File: src/rtl/axi_lite_regfile.sv
`timescale 1ns/1ps
`default_nettype none
// ============================================================================
// Module      : axi_lite_regfile
// Description : Parametrised AXI4-Lite slave register bank with byte strobes,
//               read-only masking, SLVERR decode and per-register write pulses.
// Revision    : 1.0 - initial release
// ============================================================================
module axi_lite_regfile #(
    parameter int                             DATA_WIDTH = 32,
    parameter int                             NUM_REGS   = 8,
    parameter int                             ADDR_WIDTH = 6,
    parameter logic [NUM_REGS-1:0]            RO_MASK    = '0,
    parameter logic [NUM_REGS*DATA_WIDTH-1:0] RESET_VAL  = '0
) (
    input  logic                           ACLK,
    input  logic                           ARESET,
    input  logic [ADDR_WIDTH-1:0]          AWADDR,
    input  logic                           AWVALID,
    output logic                           AWREADY,
    input  logic [DATA_WIDTH-1:0]          WDATA,
    input  logic [DATA_WIDTH/8-1:0]        WSTRB,
    input  logic                           WVALID,
    output logic                           WREADY,
    output logic                           BVALID,
    output logic [1:0]                     BRESP,
    input  logic                           BREADY,
    input  logic [ADDR_WIDTH-1:0]          ARADDR,
    input  logic                           ARVALID,
    output logic                           ARREADY,
    output logic [DATA_WIDTH-1:0]          RDATA,
    output logic                           RVALID,
    output logic [1:0]                     RRESP,
    input  logic                           RREADY,
    output logic [NUM_REGS*DATA_WIDTH-1:0] reg_out,
    output logic [NUM_REGS-1:0]            wr_pulse
);

    localparam int         c_nbytes = DATA_WIDTH / 8;
    localparam int         c_lsb    = $clog2(c_nbytes);
    localparam int         c_iw     = ADDR_WIDTH - c_lsb;
    localparam logic [1:0] c_okay   = 2'b00;
    localparam logic [1:0] c_slverr = 2'b10;

    localparam logic [1:0] W_IDLE   = 2'd0;
    localparam logic [1:0] W_HAVE_A = 2'd1;
    localparam logic [1:0] W_HAVE_W = 2'd2;
    localparam logic [1:0] W_RESP   = 2'd3;
    localparam logic [0:0] R_IDLE   = 1'b0;
    localparam logic [0:0] R_DATA   = 1'b1;

    logic [1:0]                           r_wstate, w_wstate_nxt;
    logic [0:0]                           r_rstate, w_rstate_nxt;
    logic [ADDR_WIDTH-1:0]                r_awaddr;
    logic [DATA_WIDTH-1:0]                r_wdata;
    logic [c_nbytes-1:0]                  r_wstrb;
    logic                                 w_aw_hs, w_w_hs, w_ar_hs, w_commit;
    logic [ADDR_WIDTH-1:0]                w_addr;
    logic [DATA_WIDTH-1:0]                w_data;
    logic [c_nbytes-1:0]                  w_strb;
    logic [c_iw-1:0]                      w_widx, w_ridx;
    logic                                 w_win, w_rin;
    logic [NUM_REGS-1:0]                  w_we, r_pulse;
    logic [NUM_REGS-1:0][DATA_WIDTH-1:0]  r_regs;
    logic [DATA_WIDTH-1:0]                w_rdata, r_rdata;
    logic [1:0]                           r_bresp, r_rresp;

    // ---------------- write channel FSM ----------------
    always_ff @(posedge ACLK) begin
        if (ARESET) r_wstate <= W_IDLE;
        else        r_wstate <= w_wstate_nxt;
    end

    always_comb begin
        w_wstate_nxt = r_wstate;
        case (r_wstate)
            W_IDLE: begin
                if (w_commit)     w_wstate_nxt = W_RESP;
                else if (w_aw_hs) w_wstate_nxt = W_HAVE_A;
                else if (w_w_hs)  w_wstate_nxt = W_HAVE_W;
            end
            W_HAVE_A, W_HAVE_W: if (w_commit) w_wstate_nxt = W_RESP;
            W_RESP:             if (BREADY)   w_wstate_nxt = W_IDLE;
            default:            w_wstate_nxt = W_IDLE;
        endcase
    end

    always_comb begin
        AWREADY = 1'b0;
        WREADY  = 1'b0;
        if (!ARESET) begin
            AWREADY = (r_wstate == W_IDLE) || (r_wstate == W_HAVE_W);
            WREADY  = (r_wstate == W_IDLE) || (r_wstate == W_HAVE_A);
        end
        BVALID = (r_wstate == W_RESP);
    end

    assign w_aw_hs  = AWVALID && AWREADY;
    assign w_w_hs   = WVALID && WREADY;
    // Completion needs an address (now or latched) and data (now or latched).
    assign w_commit = (w_aw_hs || (r_wstate == W_HAVE_A)) && (w_w_hs || (r_wstate == W_HAVE_W));
    assign w_addr   = (r_wstate == W_HAVE_A) ? r_awaddr : AWADDR;
    assign w_data   = (r_wstate == W_HAVE_W) ? r_wdata  : WDATA;
    assign w_strb   = (r_wstate == W_HAVE_W) ? r_wstrb  : WSTRB;
    assign w_widx   = c_iw'(w_addr >> c_lsb);
    assign w_win    = int'(w_widx) < NUM_REGS;

    always_ff @(posedge ACLK) begin
        if (ARESET) begin
            r_awaddr <= '0;
            r_wdata  <= '0;
            r_wstrb  <= '0;
            r_bresp  <= c_okay;
            r_pulse  <= '0;
        end else begin
            if (w_aw_hs && (r_wstate == W_IDLE)) r_awaddr <= AWADDR;
            if (w_w_hs  && (r_wstate == W_IDLE)) begin
                r_wdata <= WDATA;
                r_wstrb <= WSTRB;
            end
            if (w_commit) r_bresp <= w_win ? c_okay : c_slverr;
            r_pulse <= (|w_strb) ? w_we : '0;
        end
    end

    always_comb begin
        w_we = '0;
        for (int i = 0; i < NUM_REGS; i++)
            w_we[i] = w_commit && w_win && (w_widx == c_iw'(i)) && !RO_MASK[i];
    end

    always_ff @(posedge ACLK) begin
        if (ARESET) begin
            for (int i = 0; i < NUM_REGS; i++)
                r_regs[i] <= RESET_VAL[i*DATA_WIDTH +: DATA_WIDTH];
        end else begin
            for (int i = 0; i < NUM_REGS; i++)
                for (int b = 0; b < c_nbytes; b++)
                    if (w_we[i] && w_strb[b])
                        r_regs[i][b*8 +: 8] <= w_data[b*8 +: 8];
        end
    end

    // ---------------- read channel FSM ----------------
    always_ff @(posedge ACLK) begin
        if (ARESET) r_rstate <= R_IDLE;
        else        r_rstate <= w_rstate_nxt;
    end

    always_comb begin
        w_rstate_nxt = r_rstate;
        case (r_rstate)
            R_IDLE:  if (w_ar_hs) w_rstate_nxt = R_DATA;
            R_DATA:  if (RREADY)  w_rstate_nxt = R_IDLE;
            default: w_rstate_nxt = R_IDLE;
        endcase
    end

    always_comb begin
        ARREADY = !ARESET && (r_rstate == R_IDLE);
        RVALID  = (r_rstate == R_DATA);
    end

    assign w_ar_hs = ARVALID && ARREADY;
    assign w_ridx  = c_iw'(ARADDR >> c_lsb);
    assign w_rin   = int'(w_ridx) < NUM_REGS;

    // Reads sample the pre-edge register image, so a same-edge write is not visible.
    always_comb begin
        w_rdata = '0;
        for (int i = 0; i < NUM_REGS; i++)
            if (w_ridx == c_iw'(i)) w_rdata = r_regs[i];
    end

    always_ff @(posedge ACLK) begin
        if (ARESET) begin
            r_rdata <= '0;
            r_rresp <= c_okay;
        end else if (w_ar_hs) begin
            r_rdata <= w_rin ? w_rdata : '0;
            r_rresp <= w_rin ? c_okay : c_slverr;
        end
    end

    assign BRESP    = r_bresp;
    assign RDATA    = r_rdata;
    assign RRESP    = r_rresp;
    assign reg_out  = r_regs;
    assign wr_pulse = r_pulse;

endmodule
`default_nettype wire
File: config.mk
export PLATFORM = sky130hd
export DESIGN_NAME = axi_lite_regfile
export DESIGN_NICKNAME = d
export VERILOG_FILES = /design/src/rtl/axi_lite_regfile.sv
export SDC_FILE = /design/constraint.sdc
export NUM_CORES = 1
export LEC_CHECK = 0
export ABC_AREA = 1
export BUFFER_PORTS_ARGS = -buffer_cell sky130_fd_sc_hd__buf_4
export CORE_MARGIN = 1
export CORE_UTILIZATION = 40
export DETAILED_ROUTE_END_ITERATION = 12
export GPL_TIMING_DRIVEN = 0
export PLACE_DENSITY = 0.73
export SYNTH_ARGS = -nofsm -noshare
export SYNTH_HDL_FRONTEND = slang
export SYNTH_SLANG_ARGS = --single-unit
File: constraint.sdc
create_clock -name ACLK -period 2.4 [get_ports ACLK]
set_input_delay 0 -clock ACLK [delete_from_list [all_inputs] [get_ports ACLK]]
set_output_delay 0 -clock ACLK [all_outputs]
set_load 0.1 [all_outputs]
==> impl_metrics.env, run 1 <==
export IMPL_io_pins=360
export IMPL_power_switching_mw=5.71
export IMPL_share_comb_of_total_power=0.247
export IMPL_worst_pin_slew_ns=1.13
export IMPL_grt_use_total=0.306
export IMPL_clock_latency_ns=0.54
export IMPL_final_setup_tns_ns=-0.0148
export IMPL_rr_startpoint="r_wstate[1]$_SDFFE_PP0P_"
export IMPL_cap_violations=0
export IMPL_rows=71
export IMPL_pwr_share_seq=0.371
export IMPL_cp_end_kind="register"
export IMPL_outcome="finished with violations"
export IMPL_syn_inst=2307
export IMPL_power_leakage_nw=9.36
export IMPL_cts_num_sinks=341
export IMPL_violations="negative setup slack"
export IMPL_initial_core_util=0.406
export IMPL_clkPwrFrac=0.382
export IMPL_power_density_nw_per_um2=773
export IMPL_internal_power_mw=10.5
export IMPL_fin_crit_sh=1.00
export IMPL_max_freq_mhz=415
export IMPL_syn2layout_area_growth_pct=37.0
export IMPL_path_clk_slew_ns=0.06
export IMPL_cp_slowest_stage_delay_ns=0.34
export IMPL_drive_above_1_share=0.211
export IMPL_synth_area_sq_um=15300
export IMPL_slew_violations=0
export IMPL_nFillCells=3641
export IMPL_startpoint_type="register"
export IMPL_overflow=0
export IMPL_die_x_um=198
export IMPL_fin_ws_ns=-0.00750
export IMPL_cp_max_fo=10
export IMPL_max_slew_margin_rel=0.240
export IMPL_synth_warnings=0
export IMPL_diodes=0
export IMPL_dr_pass1_iters=5
export IMPL_r2r_cells=15
export IMPL_final_hold_viol_count=0
export IMPL_port_buffers=353
export IMPL_cp_num_cells=15
export IMPL_min_period_ns=2.41
export IMPL_vias=16600
export IMPL_synth_area_per_cell_sq_um=6.63
export IMPL_finalWirelength_um=61700
export IMPL_power_mw=16.2
export IMPL_coreArea_sq_um=37700
export IMPL_cts_root_buf="clkbuf_16"
export IMPL_setup_viol=3
export IMPL_grt_max_degree=14
export IMPL_hold_depth=6
export IMPL_r2r_end="reg_out[197]$_SDFFE_PP0P_"
export IMPL_rsz0062_at_grt="true"
export IMPL_utilization=0.557
export IMPL_cp_data_arrival_time_ns=2.84
export IMPL_dp_hpwl_um=48700
export IMPL_first_iter_violations=1322
export IMPL_critPathKind="register to register"
export IMPL_via_per_inst=4.97
export IMPL_gp_congestion=0.955
export IMPL_synth_seq_cells=341
export IMPL_fin_nets=2856
export IMPL_timing_hold_ws_ns=0.0384
export IMPL_ys_seq_area_frac=0.446
export IMPL_cts_buffer_depth=3
export IMPL_cts_tree="yes"
export IMPL_hp_class="primary input to register"
export IMPL_final_area_sq_um=21000
export IMPL_cp_required_ns=2.83
export IMPL_antenna_found_initial=0
export IMPL_fin_skew_ns=0.0139
export IMPL_postRouteAntennaNets=0
export IMPL_grt_first_pass_wirelength_um=89900
export IMPL_dieArea_sq_um=39100
export IMPL_hold_end="RDATA[0]$_SDFFE_PP0P_"
export IMPL_critical_path_buf_inv_count=4
export IMPL_ys_types=27
export IMPL_wl_per_cell_um=18.5
export IMPL_ff2ff_setup_slack_ns=-0.007
export IMPL_htreeDepth=2
export IMPL_hp_start="ARADDR[5]"
export IMPL_critical_path_top_delay_family="simple AND/OR/NAND/NOR gates"
export IMPL_route_detailed_drc=0
export IMPL_crit_path_cell_trace="inv_2, ha_2, inv_2, a21oi_4, nand2_2, nand2_2, nand2_4, nor2_4, buf_4, nand2_4, nor2_4, buf_4, nand2_1, nand2_1, nor2_1"
export IMPL_peakVddDrop_v=0.000721
export IMPL_place_area_sq_um=18600
export IMPL_cts_buffers=39
export IMPL_die_y_um=198
export IMPL_grt_pass1_vias=15100
export IMPL_cp_slowest_cell="dfxtp_2"
export IMPL_swShare=0.352
[metrics by stage]
step	std cells	setup slack [ns]
floorplan	2308	-0.134
global placement	3172	-0.0590
detailed placement	3172	-0.117
CTS	3297	-0.00684
global route	3337	-0.0955
finish	3337	-0.00750
[layout make-up]
class	count	area (sq um)	area share
multi-input combinational	1769	7700	0.367
sequential	341	6830	0.326
timing repair buffer	448	3500	0.167
clock buffer	60	1190	0.0566
buffer	128	709	0.0338
tap	511	639	0.0305
inverter	70	265	0.0127
clock inverter	10	131	0.00627
[cells by family (layout without fill, tap and decap cells)]
kind of cell               Yosys count  after routing  share of synthesized area
AOI/OAI and AO/OA                  214            214                     0.0714
adders and majority gates            4              4                    0.00327
buffers and inverters              198            716                     0.0626
DFF                                341            341                      0.446
other                                1              2                   0.000245
and+or+nand+nor                   1549           1549                      0.416
[Yosys cell counts (all sizes together)]
master  count  share of area
nand2     739           0.18
nor2      642           0.17
dfxtp     341           0.45
a21oi     135          0.045
nand3     130          0.043
o21ai      77          0.025
clkbuf     69          0.017
inv        69          0.017
buf        59          0.029
nand4      30          0.012
or2         6         0.0025
ha          4         0.0033
nor3        2        0.00065
clkinv      1        0.00025
conb        1        0.00025
o211ai      1        0.00049
o41ai       1        0.00057
[power groups by stage]
stage	Sequential (mW)	Combinational, mW	Clock (mW)
global route	6.04	4.23	6.46
finish	6.02	4.00	6.20
detailed placement	6.14	3.61	0
global placement	6.13	3.54	0
floorplan	6.70	1.88	0
CTS	6.01	3.76	6.23
[registers in the layout (all words and copies together), names as in the netlist]
signal,cells
BRESP,1
RDATA,32
RRESP,1
RVALID,1
r_awaddr,4
r_wdata,32
r_wstate,2
r_wstrb,4
reg_out,256
wr_pulse,8
[worst min-delay path, cell delays in order]
cell,delay [ns]
buf_4,0.12
nor2_1,0.07
inv_1,0.15
nor2_1,0.07
nand2_1,0.06
a21oi_1,0.05
[layout by cell type (no fill, tap or decap), drive strengths merged]
master	instances
a21oi	135
buf	452
bufinv	3
clkbuf	129
clkinv	7
conb	2
dfxtp	341
dlygate4sd3	55
ha	4
inv	70
nand2	739
nand3	130
nand4	30
nor2	642
nor3	2
o211ai	1
o21ai	77
o41ai	1
or2	6
[repair_timing]
action | CTS | global route
hold buffers | 55 | 0
hold endpoints to repair | 107 | 0
pin swaps | 0 | 19
resized for setup | 14 | 37
setup buffers | 0 | 40
endpoints found under the setup margin | 176 | 250
[metal layers]
layer,routed length [um],global-route usage,part of all wire,vias up
met3,5100,0.0565,0.083,126
li1,-,-,-,8212
met2,28700,0.511,0.46,680
met5,0,0,0,-
met4,2200,0.113,0.036,0
met1,25700,0.390,0.42,7554
[worst max path at each step]
stage | slack, ns | to | start
2_1_floorplan | -0.13 | reg_out[62]$_SDFFE_PP0P_ | r_wstate[1]$_SDFFE_PP0P_
3_3_place_gp | -0.06 | reg_out[57]$_SDFFE_PP0P_ | r_wstate[0]$_SDFFE_PP0P_
3_5_place_dp | -0.12 | reg_out[246]$_SDFFE_PP0P_ | r_wstate[0]$_SDFFE_PP0P_
4_1_cts | -0.007 | reg_out[114]$_SDFFE_PP0P_ | r_wstate[0]$_SDFFE_PP0P_
5_1_grt | -0.1 | reg_out[150]$_SDFFE_PP0P_ | r_wstate[1]$_SDFFE_PP0P_
6_report | -0.007 | reg_out[197]$_SDFFE_PP0P_ | r_wstate[1]$_SDFFE_PP0P_
Power figures use the tool's default switching activity.
==> inputs of run 2 (changes only) <==
Settings changed: REMOVE_ABC_BUFFERS set to 1.
==> impl_metrics.env, run 2 (synthesis results as in run 1) <==
export IMPL_outcome="finished clean"
export IMPL_timing_hold_ws_ns=0.0468
export IMPL_cts_num_sinks=341
export IMPL_cts_tree="yes"
export IMPL_syn2layout_area_growth_pct=37.5
export IMPL_cts_root_buf="clkbuf_16"
export IMPL_grt_max_degree=152
export IMPL_power_density_nw_per_um2=751
export IMPL_cap_violations=0
export IMPL_r2r_cells=11
export IMPL_rr_startpoint="r_wstate[0]$_SDFFE_PP0P_"
export IMPL_post_place_ws_ns=-0.509
export IMPL_vias=16600
export IMPL_io_pins=360
export IMPL_htreeDepth=2
export IMPL_fin_crit_sh=0.966
export IMPL_grt_pass1_vias=15100
export IMPL_crit_end="reg_out[250]$_SDFFE_PP0P_"
export IMPL_final_hold_viol_count=0
export IMPL_dp_hpwl_um=36100
export IMPL_largest_reg_flops=256
export IMPL_grt_first_pass_wirelength_um=86200
export IMPL_grt_use_total=0.288
export IMPL_gp_congestion=0.830
export IMPL_min_period_ns=2.32
export IMPL_die_y_um=198
export IMPL_startpoint_type="register"
export IMPL_max_freq_mhz=431
export IMPL_postRouteAntennaNets=0
export IMPL_dieArea_sq_um=39100
export IMPL_port_buffers=353
export IMPL_antenna_found_initial=5
export IMPL_final_common_cell="nand2_1"
export IMPL_hp_class="primary input to register"
export IMPL_slew_violations=0
export IMPL_cp_data_arrival_time_ns=2.76
export IMPL_crit_start="r_wstate[0]$_SDFFE_PP0P_"
export IMPL_dr_pass1_iters=6
export IMPL_fin_skew_ns=0.0155
export IMPL_cp_max_fo=14
export IMPL_rows=71
export IMPL_ff2ff_setup_slack_ns=0.08
export IMPL_max_slew_margin_rel=0.269
export IMPL_cts_buffer_depth=3
export IMPL_coreArea_sq_um=37700
export IMPL_fin_ws_ns=0.0804
export IMPL_route_detailed_drc=0
export IMPL_finalWirelength_um=58400
export IMPL_overflow=0
export IMPL_fin_nets=2752
export IMPL_layout_common_cells="nand2_1, nor2_1, buf_4"
export IMPL_drive_above_1_share=0.206
export IMPL_via_per_inst=5.12
export IMPL_cts_buffers=40
export IMPL_clock_latency_ns=0.55
export IMPL_setup_viol=0
export IMPL_wl_per_cell_um=18.1
export IMPL_path_clk_slew_ns=0.06
export IMPL_r2r_end="reg_out[250]$_SDFFE_PP0P_"
export IMPL_peakVddDrop_v=0.000555
export IMPL_cp_end_kind="register"
export IMPL_cp_required_ns=2.84
export IMPL_first_iter_violations=1031
export IMPL_initial_core_util=0.406
export IMPL_power_leakage_nw=9.19
export IMPL_worst_pin_slew_ns=1.09
export IMPL_die_x_um=198
export IMPL_critPathKind="register to register"
run 2: cell types whose count changed in the layout (fill, tap and decap cells not counted), moves of 6 or more:
cell / previous run / this run
clkbuf_2: 6 / 0
buf_6: 22 / 5
o21ai_1: 7 / 35
buf_1: 18 / 0
buf_4: 406 / 368
buf_2: 6 / 0
inv_1: 63 / 57
buf_12: 0 / 38
buf_16: 0 / 6
clkbuf_1: 73 / 8
o21ai_2: 28 / 0
run 2: cell type report:
cell class | instances | area, sq um
antenna | 5 | 12.5
clock buffer | 56 | 1150
clock inverter | 10 | 85.1
fill | 3513 | 16600
inverter | 70 | 288
multi-input combinational | 1769 | 7670
sequential | 341 | 6830
tap | 511 | 639
timing repair buffer | 471 | 4360
run 2: repair_timing:
item | in CTS | in global routing
buffers inserted | 46 | 6
gates resized for setup | 7 | 25
endpoints found under the hold margin | 238 | 0
hold buffers | 50 | 0
endpoints found under the setup margin | 300 | 308
cloned | 2 | 2
pin swaps | 34 | 17
run 2: worst min path at each step:
stage          startpoint                      to  slack [ns]  cells after the start
2_1_floorplan      ARESET   RDATA[0]$_SDFFE_PP0P_        0.07                      1
3_3_place_gp       RREADY       RVALID$_SDFF_PP0_        0.20                      2
3_5_place_dp       RREADY       RVALID$_SDFF_PP0_        0.21                      2
4_1_cts            ARESET  RDATA[11]$_SDFFE_PP0P_       0.005                      2
5_1_grt            ARESET   RDATA[7]$_SDFFE_PP0P_        0.05                      2
6_report           ARESET   RDATA[8]$_SDFFE_PP0P_        0.05                      2
run 2: power breakdown:
group | switching [mW] | internal [mW]
registers | 0.125 | 5.89
clock network | 2.41 | 3.44
logic | 2.88 | 1.05
run 2: worst max-delay path, cell delays in order, from the launching register on:
cell	delay, ns
dfxtp_4	0.38
inv_4	0.05
ha_4	0.17
buf_16	0.13
buf_4	0.23
nand2_1	0.11
nand2_1	0.08
inv_1	0.50
nor2_4	0.14
clkbuf_16	0.21
nor2_1	0.11
nor2_1	0.07
run 2: per-layer routing:
metal / track usage / vias up / wire length, um
li1: - / 7994 / -
met1: 0.366 / 7618 / 24000
met2: 0.459 / 761 / 26000
met3: 0.0651 / 175 / 5560
met4: 0.146 / 6 / 2730
met5: 0 / - / 35
run 2: metrics by stage:
step	utilization	instance area [sq um]	total power, mW	setup TNS (ns)	instances
final	0.559	21000	15.8	0	3233
after CTS	0.552	20800	15.7	0	3220
after global routing	0.558	21000	16.4	-0.0972	3229
after detailed placement	0.484	18200	9.46	-133.74	3056
after global placement	0.475	17900	9.38	-877.59	3044
after floorplan	-	14600	8.49	-463.00	2180
